==> config.mk <==
export PLATFORM = sky130hd
export DESIGN_NAME = uart_tx_arbiter_flat
export DESIGN_NICKNAME = d
export VERILOG_FILES = /design/src/rtl/uart_tx_arbiter_if.sv /design/src/rtl/uart_tx_arbiter.sv /design/src/flat_wrapper.sv
export SDC_FILE = /design/constraint.sdc
export NUM_CORES = 1
export LEC_CHECK = 0
export BUFFER_PORTS_ARGS = -buffer_cell sky130_fd_sc_hd__clkbuf_2
export CORE_MARGIN = 5
export CORE_UTILIZATION = 42
export CTS_CLUSTER_DIAMETER = 40
export DETAILED_ROUTE_END_ITERATION = 8
export HOLD_SLACK_MARGIN = 0.02
export PLACE_DENSITY = 0.77
export SKIP_CTS_REPAIR_TIMING = 1
export SYNTH_ARGS = -nofsm -noshare
export SYNTH_HDL_FRONTEND = slang
export SYNTH_SLANG_ARGS = --single-unit
==> constraint.sdc <==
create_clock -name i_clk -period 3.55 [get_ports i_clk]
set_clock_uncertainty 0.15 [all_clocks]
set_input_delay 0.5325 -clock i_clk [delete_from_list [all_inputs] [get_ports i_clk]]
set_output_delay 0.5325 -clock i_clk [all_outputs]
set_load 0.02 [all_outputs]
==> src/rtl/uart_tx_arbiter_if.sv <==
// Bundle of requester-side and uart_drive-side handshake signals for uart_tx_arbiter.
// slave = arbiter view, master = user logic / uart_drive view.
`default_nettype none

interface uart_tx_arbiter_if #(
    parameter int P_REQ_NUM    = 4,
    parameter int P_DATA_WIDTH = 8
);
    logic [P_REQ_NUM*P_DATA_WIDTH-1:0] i_req_data;
    logic [P_REQ_NUM-1:0]              i_req_valid;
    logic [P_REQ_NUM-1:0]              i_req_last;
    logic [P_REQ_NUM-1:0]              o_req_ready;
    logic [P_DATA_WIDTH-1:0]           o_user_tx_data;
    logic                              o_user_tx_valid;
    logic                              i_user_tx_ready;
    logic [P_REQ_NUM-1:0]              o_grant;
    logic                              o_force_release;

    modport slave (
        input  i_req_data, i_req_valid, i_req_last, i_user_tx_ready,
        output o_req_ready, o_user_tx_data, o_user_tx_valid, o_grant, o_force_release
    );

    modport master (
        output i_req_data, i_req_valid, i_req_last, i_user_tx_ready,
        input  o_req_ready, o_user_tx_data, o_user_tx_valid, o_grant, o_force_release
    );
endinterface

`default_nettype wire

==> src/rtl/uart_tx_arbiter.sv <==
// uart_tx_arbiter: packet-granular round-robin sharing of the uart_drive transmit port.
// Revision 1.0 - initial release.
`default_nettype none

module uart_tx_arbiter #(
    parameter int P_REQ_NUM    = 4,
    parameter int P_DATA_WIDTH = 8,
    parameter int P_MAX_BYTES  = 64
) (
    input  wire logic           i_clk,
    input  wire logic           i_rst_n,
    uart_tx_arbiter_if.slave    bus
);
    localparam int c_IDX_W = (P_REQ_NUM > 1) ? $clog2(P_REQ_NUM) : 1;
    localparam int c_CNT_W = $clog2(P_MAX_BYTES + 1);

    typedef enum logic [0:0] {
        S_IDLE = 1'b0,
        S_LOCK = 1'b1
    } state_t;

    state_t               r_state;
    logic [c_IDX_W-1:0]   r_gnt;
    logic [c_IDX_W-1:0]   r_ptr;
    logic [c_CNT_W-1:0]   r_cnt;

    logic [c_IDX_W-1:0]   w_sel;
    logic [P_REQ_NUM-1:0] w_onehot;
    logic                 w_lock;
    logic                 w_xfer;
    logic                 w_last;
    logic                 w_limit;

    // Scan downward so the lowest offset from r_ptr is the last (winning) assignment.
    always_comb begin : p_rr_select
        int j;
        w_sel = r_ptr;
        j     = 0;
        for (int i = P_REQ_NUM - 1; i >= 0; i--) begin
            j = int'(r_ptr) + i;
            if (j >= P_REQ_NUM) begin
                j = j - P_REQ_NUM;
            end
            if (bus.i_req_valid[j]) begin
                w_sel = c_IDX_W'(j);
            end
        end
    end

    assign w_lock   = (r_state == S_LOCK);
    assign w_onehot = P_REQ_NUM'(1) << r_gnt;
    assign w_last   = bus.i_req_last[r_gnt];
    assign w_limit  = (r_cnt == c_CNT_W'(P_MAX_BYTES - 1));
    assign w_xfer   = bus.o_user_tx_valid & bus.i_user_tx_ready;

    assign bus.o_grant         = w_lock ? w_onehot : '0;
    assign bus.o_user_tx_valid = w_lock & bus.i_req_valid[r_gnt];
    assign bus.o_user_tx_data  = w_lock ? bus.i_req_data[r_gnt*P_DATA_WIDTH +: P_DATA_WIDTH] : '0;
    assign bus.o_req_ready     = (w_lock && bus.i_user_tx_ready) ? w_onehot : '0;
    // A real last byte on the limit transfer is a normal end, not a forced one.
    assign bus.o_force_release = w_xfer & w_limit & ~w_last;

    always_ff @(posedge i_clk or negedge i_rst_n) begin
        if (!i_rst_n) begin
            r_state <= S_IDLE;
            r_gnt   <= '0;
            r_ptr   <= '0;
            r_cnt   <= '0;
        end else begin
            case (r_state)
                S_IDLE: begin
                    if (|bus.i_req_valid) begin
                        r_gnt   <= w_sel;
                        r_cnt   <= '0;
                        r_state <= S_LOCK;
                    end
                end
                S_LOCK: begin
                    if (w_xfer) begin
                        if (w_last || w_limit) begin
                            r_state <= S_IDLE;
                            r_ptr   <= (r_gnt == c_IDX_W'(P_REQ_NUM - 1)) ? '0 : r_gnt + 1'b1;
                        end else begin
                            r_cnt <= r_cnt + 1'b1;
                        end
                    end
                end
                default: r_state <= S_IDLE;
            endcase
        end
    end

endmodule

`default_nettype wire

==> src/flat_wrapper.sv <==
// flat-port wrapper written by rule: the top's interface ports become plain ports
module uart_tx_arbiter_flat 
#(
    parameter int P_REQ_NUM    = 4,
    parameter int P_DATA_WIDTH = 8,
    parameter int P_MAX_BYTES  = 64
)
  (i_clk, i_rst_n, bus_i_req_data, bus_i_req_valid, bus_i_req_last, bus_i_user_tx_ready, bus_o_req_ready, bus_o_user_tx_data, bus_o_user_tx_valid, bus_o_grant, bus_o_force_release);
  uart_tx_arbiter_if #(.P_REQ_NUM(P_REQ_NUM), .P_DATA_WIDTH(P_DATA_WIDTH)) bus_i ();
  input  wire logic i_clk;
  input  wire logic i_rst_n;
  input wire logic [$bits(bus_i.i_req_data)-1:0] bus_i_req_data;
  input wire logic [$bits(bus_i.i_req_valid)-1:0] bus_i_req_valid;
  input wire logic [$bits(bus_i.i_req_last)-1:0] bus_i_req_last;
  input wire logic [$bits(bus_i.i_user_tx_ready)-1:0] bus_i_user_tx_ready;
  output wire logic [$bits(bus_i.o_req_ready)-1:0] bus_o_req_ready;
  output wire logic [$bits(bus_i.o_user_tx_data)-1:0] bus_o_user_tx_data;
  output wire logic [$bits(bus_i.o_user_tx_valid)-1:0] bus_o_user_tx_valid;
  output wire logic [$bits(bus_i.o_grant)-1:0] bus_o_grant;
  output wire logic [$bits(bus_i.o_force_release)-1:0] bus_o_force_release;
  assign bus_i.i_req_data = bus_i_req_data;
  assign bus_i.i_req_valid = bus_i_req_valid;
  assign bus_i.i_req_last = bus_i_req_last;
  assign bus_i.i_user_tx_ready = bus_i_user_tx_ready;
  assign bus_o_req_ready = bus_i.o_req_ready;
  assign bus_o_user_tx_data = bus_i.o_user_tx_data;
  assign bus_o_user_tx_valid = bus_i.o_user_tx_valid;
  assign bus_o_grant = bus_i.o_grant;
  assign bus_o_force_release = bus_i.o_force_release;
  uart_tx_arbiter #(.P_REQ_NUM(P_REQ_NUM), .P_DATA_WIDTH(P_DATA_WIDTH), .P_MAX_BYTES(P_MAX_BYTES)) u_core (.i_clk(i_clk), .i_rst_n(i_rst_n), .bus(bus_i));
endmodule
Yosys cells after proc, flatten, opt, wreduce, memory -nomap -nowiden
Index checks and enable logic that the tools add are counted.

word-level totals
  latch bits = 0
  ROM bits = 0
  input port bits = 43
  bits in writable memories = 0
  output and inout port bits = 18
  register bits = 12
  memories = 0
  word-level logic and storage cells = 77

cells by class
  bitwise operators = 6
  mux-type cells = 36
  shift operators = 2
  add/sub/neg operators = 9
  magnitude comparators = 9
  $mul = 0
  div/mod/pow operators = 0
  reduce and logical (&&, ||, !) cells = 6
  equality and inequality tests = 5

operators with widths
  cell                     count
  $lt A32 B4 Y1 const B    4
  $mux W32                 4
  $ge A32 B4 Y1 const B    3
  $sub A32 B4 Y32 const B  3
  $shiftx A32 B6 Y8        1
  $mux W7                  3
  $pmux W7 S2              1
  $mux W1                  13
  $bmux W1 S2              6
  $mux W2                  5
  $mux W4                  2
  $mux W8                  1
  $add A7 B1 Y7 const B    1
  $eq A7 B6 Y1 const B     1
  $add A2 B2 Y3 const B    2
  $reduce_and A3 Y1        2
  $and A1 B1 Y1            4
  $ne A2 B2 Y1 const B     2
  $reduce_or A4 Y1         1
  $shl A1 B2 Y4 const A    1
  $sub A2 B3 Y4 const B    1
  $add A2 B1 Y3 const B    1
  $ge A2 B3 Y1 const B     1
  $lt A2 B3 Y1 const B     1
  other kinds (8)          9

Logic depth before layout (Yosys ltp)
  depth in word-level cells = 10
  depth in mapped cells = 6
  mapped depth without buffers = 5

Worst setup path after synthesis
No wires, ideal clock.

  kind = input to output
  from = input port bus_i_req_last[3]
  to = output port bus_o_force_release
  stages on the path = 2
  path buffers = 0
  slack = 1.219 ns
  data required time = 2.867 ns
  data arrival time = 1.648 ns
  path through = mux4_2 -> nor4_1

on the way
  longest elaborated chain between the ends = 4

RTL lines
  element                        RTL line               text
  start, declared                flat_wrapper.sv:14     input wire logic [$bits(bus_i.i_req_last)-1:0] bus_i_req_last;
  $bmux W1 S2                    uart_tx_arbiter.sv:52  assign w_last = bus.i_req_last[r_gnt];
  $mux W1 (implied by the code)  uart_tx_arbiter.sv:52
  $not A1 Y1                     uart_tx_arbiter.sv:61  assign bus.o_force_release = w_xfer & w_limit & ~w_last;
  $and A1 B1 Y1                  uart_tx_arbiter.sv:61
  end, declared                  flat_wrapper.sv:20     output wire logic [$bits(bus_i.o_force_release)-1:0] bus_o_force_release;

No other way between the ends. The select of a mux whose other input is x is not followed.

Worst setup path after layout
  from = register u_core.r_gnt[0]
  to = output port bus_o_force_release

on the way
  longest elaborated chain between the ends = 6
  elaborated cells on any way between the ends = 9
  classes of those cells = mux: 4; bitwise: 5

RTL lines
  element                        RTL line               text
  start, declared                uart_tx_arbiter.sv:23  logic [c_IDX_W-1:0] r_gnt;
  start signal, assigned         uart_tx_arbiter.sv:73  r_gnt <= w_sel;
  $bmux W1 S2                    uart_tx_arbiter.sv:57  assign bus.o_user_tx_valid = w_lock & bus.i_req_valid[r_gnt];
  $mux W1 (implied by the code)  uart_tx_arbiter.sv:57
  $and A1 B1 Y1                  uart_tx_arbiter.sv:57
  $and A1 B1 Y1                  uart_tx_arbiter.sv:54  assign w_xfer = bus.o_user_tx_valid & bus.i_user_tx_ready;
  $and A1 B1 Y1                  uart_tx_arbiter.sv:61
  $and A1 B1 Y1 (*)              uart_tx_arbiter.sv:61

Mark *: on every way between the ends. The rest lies on a longest branch, timed or not. The select of a mux whose other input is x is not followed.

==> summary by stage <==
Critical path
The category of the worst setup path launch point is a flop. In this run the critical register-to-register path is launched from u_core.r_gnt[0]. STA puts the critical path data required time at 2.87 ns. The slowest stage of the critical path is the dfrtp_1 cell.

Tracing the worst setup path back leads to its startpoint at u_core.r_gnt[0]. The largest fanout on the critical path is 8. The worst setup path is captured at an output port. The largest single stage delay on the critical path is 0.57 ns. By startpoint and endpoint, the worst setup path is classified as flop to output port. Walking the worst path, the cells encountered are buf_4 > mux4_2 > nand3_1 > nor4_1 > clkbuf_2. Data arrives at the worst endpoint at 2.05 ns.

Min path
The startpoint identified for the worst hold timing path is u_core.r_cnt[6]. The tightest min-delay check is of the flop to flop type.

Yosys
Counting flops with an async set or reset pin after synthesis yields a share of 1.000. The area share of the leading cell type in the synthesized netlist is 0.2749. For this run, the register share of the synthesized area comes to 0.2749.

Among all cell types in the netlist, the one instantiated most often is and2_1. The post-synthesis cell type count is 38. The cell area after technology mapping is 1092 um^2. The number of enable-type register cells in the synthesized netlist is 0. Sorting the synthesized cells by how often they occur yields and2_1 (13), dfrtp_1 (12), mux4_2 (10). Counting every net in the synthesized netlist gives 152. In the post-synthesis netlist, the biggest area contributors are dfrtp_1 (27%), mux4_2 (21%), and2_1 (7.4%). The leading register cell type out of synthesis is dfrtp_1.

The number of register bits inferred by synthesis is 12. The Yosys step of the flow raised 0 warnings. The post-synthesis cell type with the largest combined area is dfrtp_1. The per-instance average area after synthesis is 10.50 um^2. The cell count after synthesis is 104.

Drt
In the routed layout, each cell is associated on average with a via count of 5.492. The detailed-routing iteration count for the pre-antenna-repair pass is 4. The post-detailed-route DRC marker count is 0. Summed over all nets, wire length on met3 after detailed routing comes to 366 um. The routed length on met2 is 1300 um. The iteration-0 DRC count of the detailed router is 30. The met1 layer wirelength in the final routing is 1147 um. The detailed router placed 1060 vias in this run. After detailed routing, no signal wire sits above met4. The number of antenna-violating nets in the routed design is 0. In the final routed layout, each cell accounts on average for 14.80 um. Wires add up to 2856 um.

Timing
The worst slew slack as a fraction of its limit is 0.5990. The final worst setup slack is 0.8151 ns. The total setup violations reported at the end of the flow is 0. Setup repair after global routing left no endpoint under its margin. The final max-slew violation count is 0.

The count of endpoints failing hold in the final timing report came to 0. The actual slew at the worst max-slew pin is 0.5994 ns. The accumulated negative setup slack is 0 ns. The final critical-path share of the clock period is 0.7704. The final hold slack is 0.3603 ns.

The minimum clock period after layout is 2.735 ns. The maximum frequency from static timing analysis is 0.3656 GHz.

Pwr
Internal power comes to 510.7 uW. The share of total power dissipated in sequential elements is 0.275. In this run the power density over the cells is 662.8 nW/um^2.

For this design the static power due to leakage is 0.0007025 uW. Of the total power, the share spent switching nets is 0.4641. The proportion of power drawn by the clock network is 0.084. VDD sags by at most 450.1 uV. Of the total power, combinational logic draws 0.641. The net switching power is 442.2 uW.

Cells and area
Across the whole layout, storage elements account for 300.3 um^2. The number of fill cells is 213. The area growth from synthesis to layout is 31.62%. The area taken by multi-input logic gates is 737.0 um^2. The ratio of cells with drive above 1 in the final layout is 0.4847.

The design area is 1438 um^2. The number of diodes added for antenna fixing is 0. The final layout contains 213 nets.

GRT
Global routing finished with a remaining overflow of 0. The number of global-route vias before repair was 961. In the global route stage, overall resource usage came out at 0.1497.

The first global-routing pass estimated 4098 um of wire. The maximum number of pins on one net before global-route repair is 22. The number of antenna violations at the first check in global routing came to 0.

Placement
The routability congestion estimate is 0.7331. The placed instance area is 1405 um^2. Input and output buffers added on the ports amount to 60. At the placement stage, the worst setup path has a slack of 1.094 ns.

The total half-perimeter wirelength after legalization and detailed placement is 2374 um.

Floorplanning
The core area is 2477 um^2. The number of top-level design ports is 61. The die area is 3720 um^2.

The number of core rows is 18. The floorplan die height is 61.00 um. The overall die width is 61.00 um. The initial core utilization is 0.4409.

Outcome
The run finished with clean final reports.

CTS
Clock latency on the worst-skew pair, taken at its later pin, is 0.26 ns. Counting every sink on the clock net gives 12. The clock root buffer is clkbuf_4. The maximum buffer depth of the clock tree is 2. TritonCTS built the clock tree. Clock tree synthesis inserted a total of 3 buffers. After clock tree synthesis, the clock-pin slew on the worst setup and hold paths is 0.07 ns. The H-tree depth reported by CTS is 1.

Flow run
The reported max-cap violation count is 0.
## critical path: cells and delay by family, from the launching register on
| family | cells | cell delay (ns) |
|---|---|---|
| flip-flops | 1 | 0.57 |
| buffers and inverters | 2 | 0.48 |
| AND/OR/NAND/NOR | 2 | 0.48 |
| multiplexers | 1 | 0.25 |
## layer usage
metal | up-vias | GRT usage
met1 | 492 | 0.1724
met4 | 0 | 0.07121
met2 | 51 | 0.2565
met3 | 4 | 0.04043
li1 | 513 | -
met5 | - | 0
## path summary, 6_finish.rpt
kind / slack [ns] / endpoint / depth (start not counted)
max: 0.82 / bus_o_force_release / 5
min in group asynchronous: 0.53 / u_core.r_cnt[5] / 2
max in group asynchronous: 2.48 / u_core.r_cnt[0] / 2
max reg2reg: 1.30 / u_core.r_cnt[4] / 4
min: 0.36 / u_core.r_cnt[6] / 1
min reg2reg: 0.36 / u_core.r_cnt[6] / 1
## layout by cell type, fill, tap and decap left out, types with 2 or more instances in the layout
cell      count
a21oi_1       2
and2_1       13
and3_1        4
clkbuf_2     60
clkbuf_4      3
dfrtp_1      12
ha_1          5
inv_1         6
mux2_2        2
mux2i_1       2
mux4_2       10
nand2_1       6
nand3_1       2
nor2_1        5
nor2b_1       2
nor3_1        2
o21ai_0       4
o311ai_1      2
o41ai_1       2
## kinds of logic after synthesis
kind of cell             after synthesis  synth area share
flip-flops                            12            0.2749
buffers and inverters                 12           0.05040
multiplexers                          14            0.2451
adder cells (fa/ha/maj)                5           0.05727
AND/OR/NAND/NOR                       41            0.2371
AO/OA/AOI/OAI                         20            0.1352
## sequential cells by signal (all words and copies together) (netlist names)
name / cells
u_core.r_cnt: 7
u_core.r_gnt: 2
u_core.r_ptr: 2
u_core.r_state: 1
## power by group through the flow
stage / combinational, uW / sequential (uW) / clock [uW]
after detailed placement: 618 / 266 / 0
final: 611 / 262 / 80.5
after global placement: 608 / 259 / 0
after CTS: 620 / 264 / 83.3
after floorplan: 493 / 214 / 0
after global routing: 669 / 276 / 90.8
## cell type report
class                   instances  share of cell area
multi-input cells              80              0.5126
repair buffers                 62              0.2211
well taps                      30             0.02611
flip-flops and latches         12              0.2089
clock buffers                   3             0.01567
inverters                       6             0.01567
## through the flow
| stage | instances | utilization | power [uW] |
|---|---|---|---|
| after floorplan | 104 | - | 706.4 |
| after global placement | 189 | 0.5672 | 866.7 |
| after detailed placement | 189 | 0.5672 | 884.2 |
| after CTS | 192 | 0.5763 | 967.1 |
| after global routing | 193 | 0.5803 | 1035 |
| final | 193 | 0.5803 | 952.9 |
No activity file was read; power rests on OpenSTA's default activity.
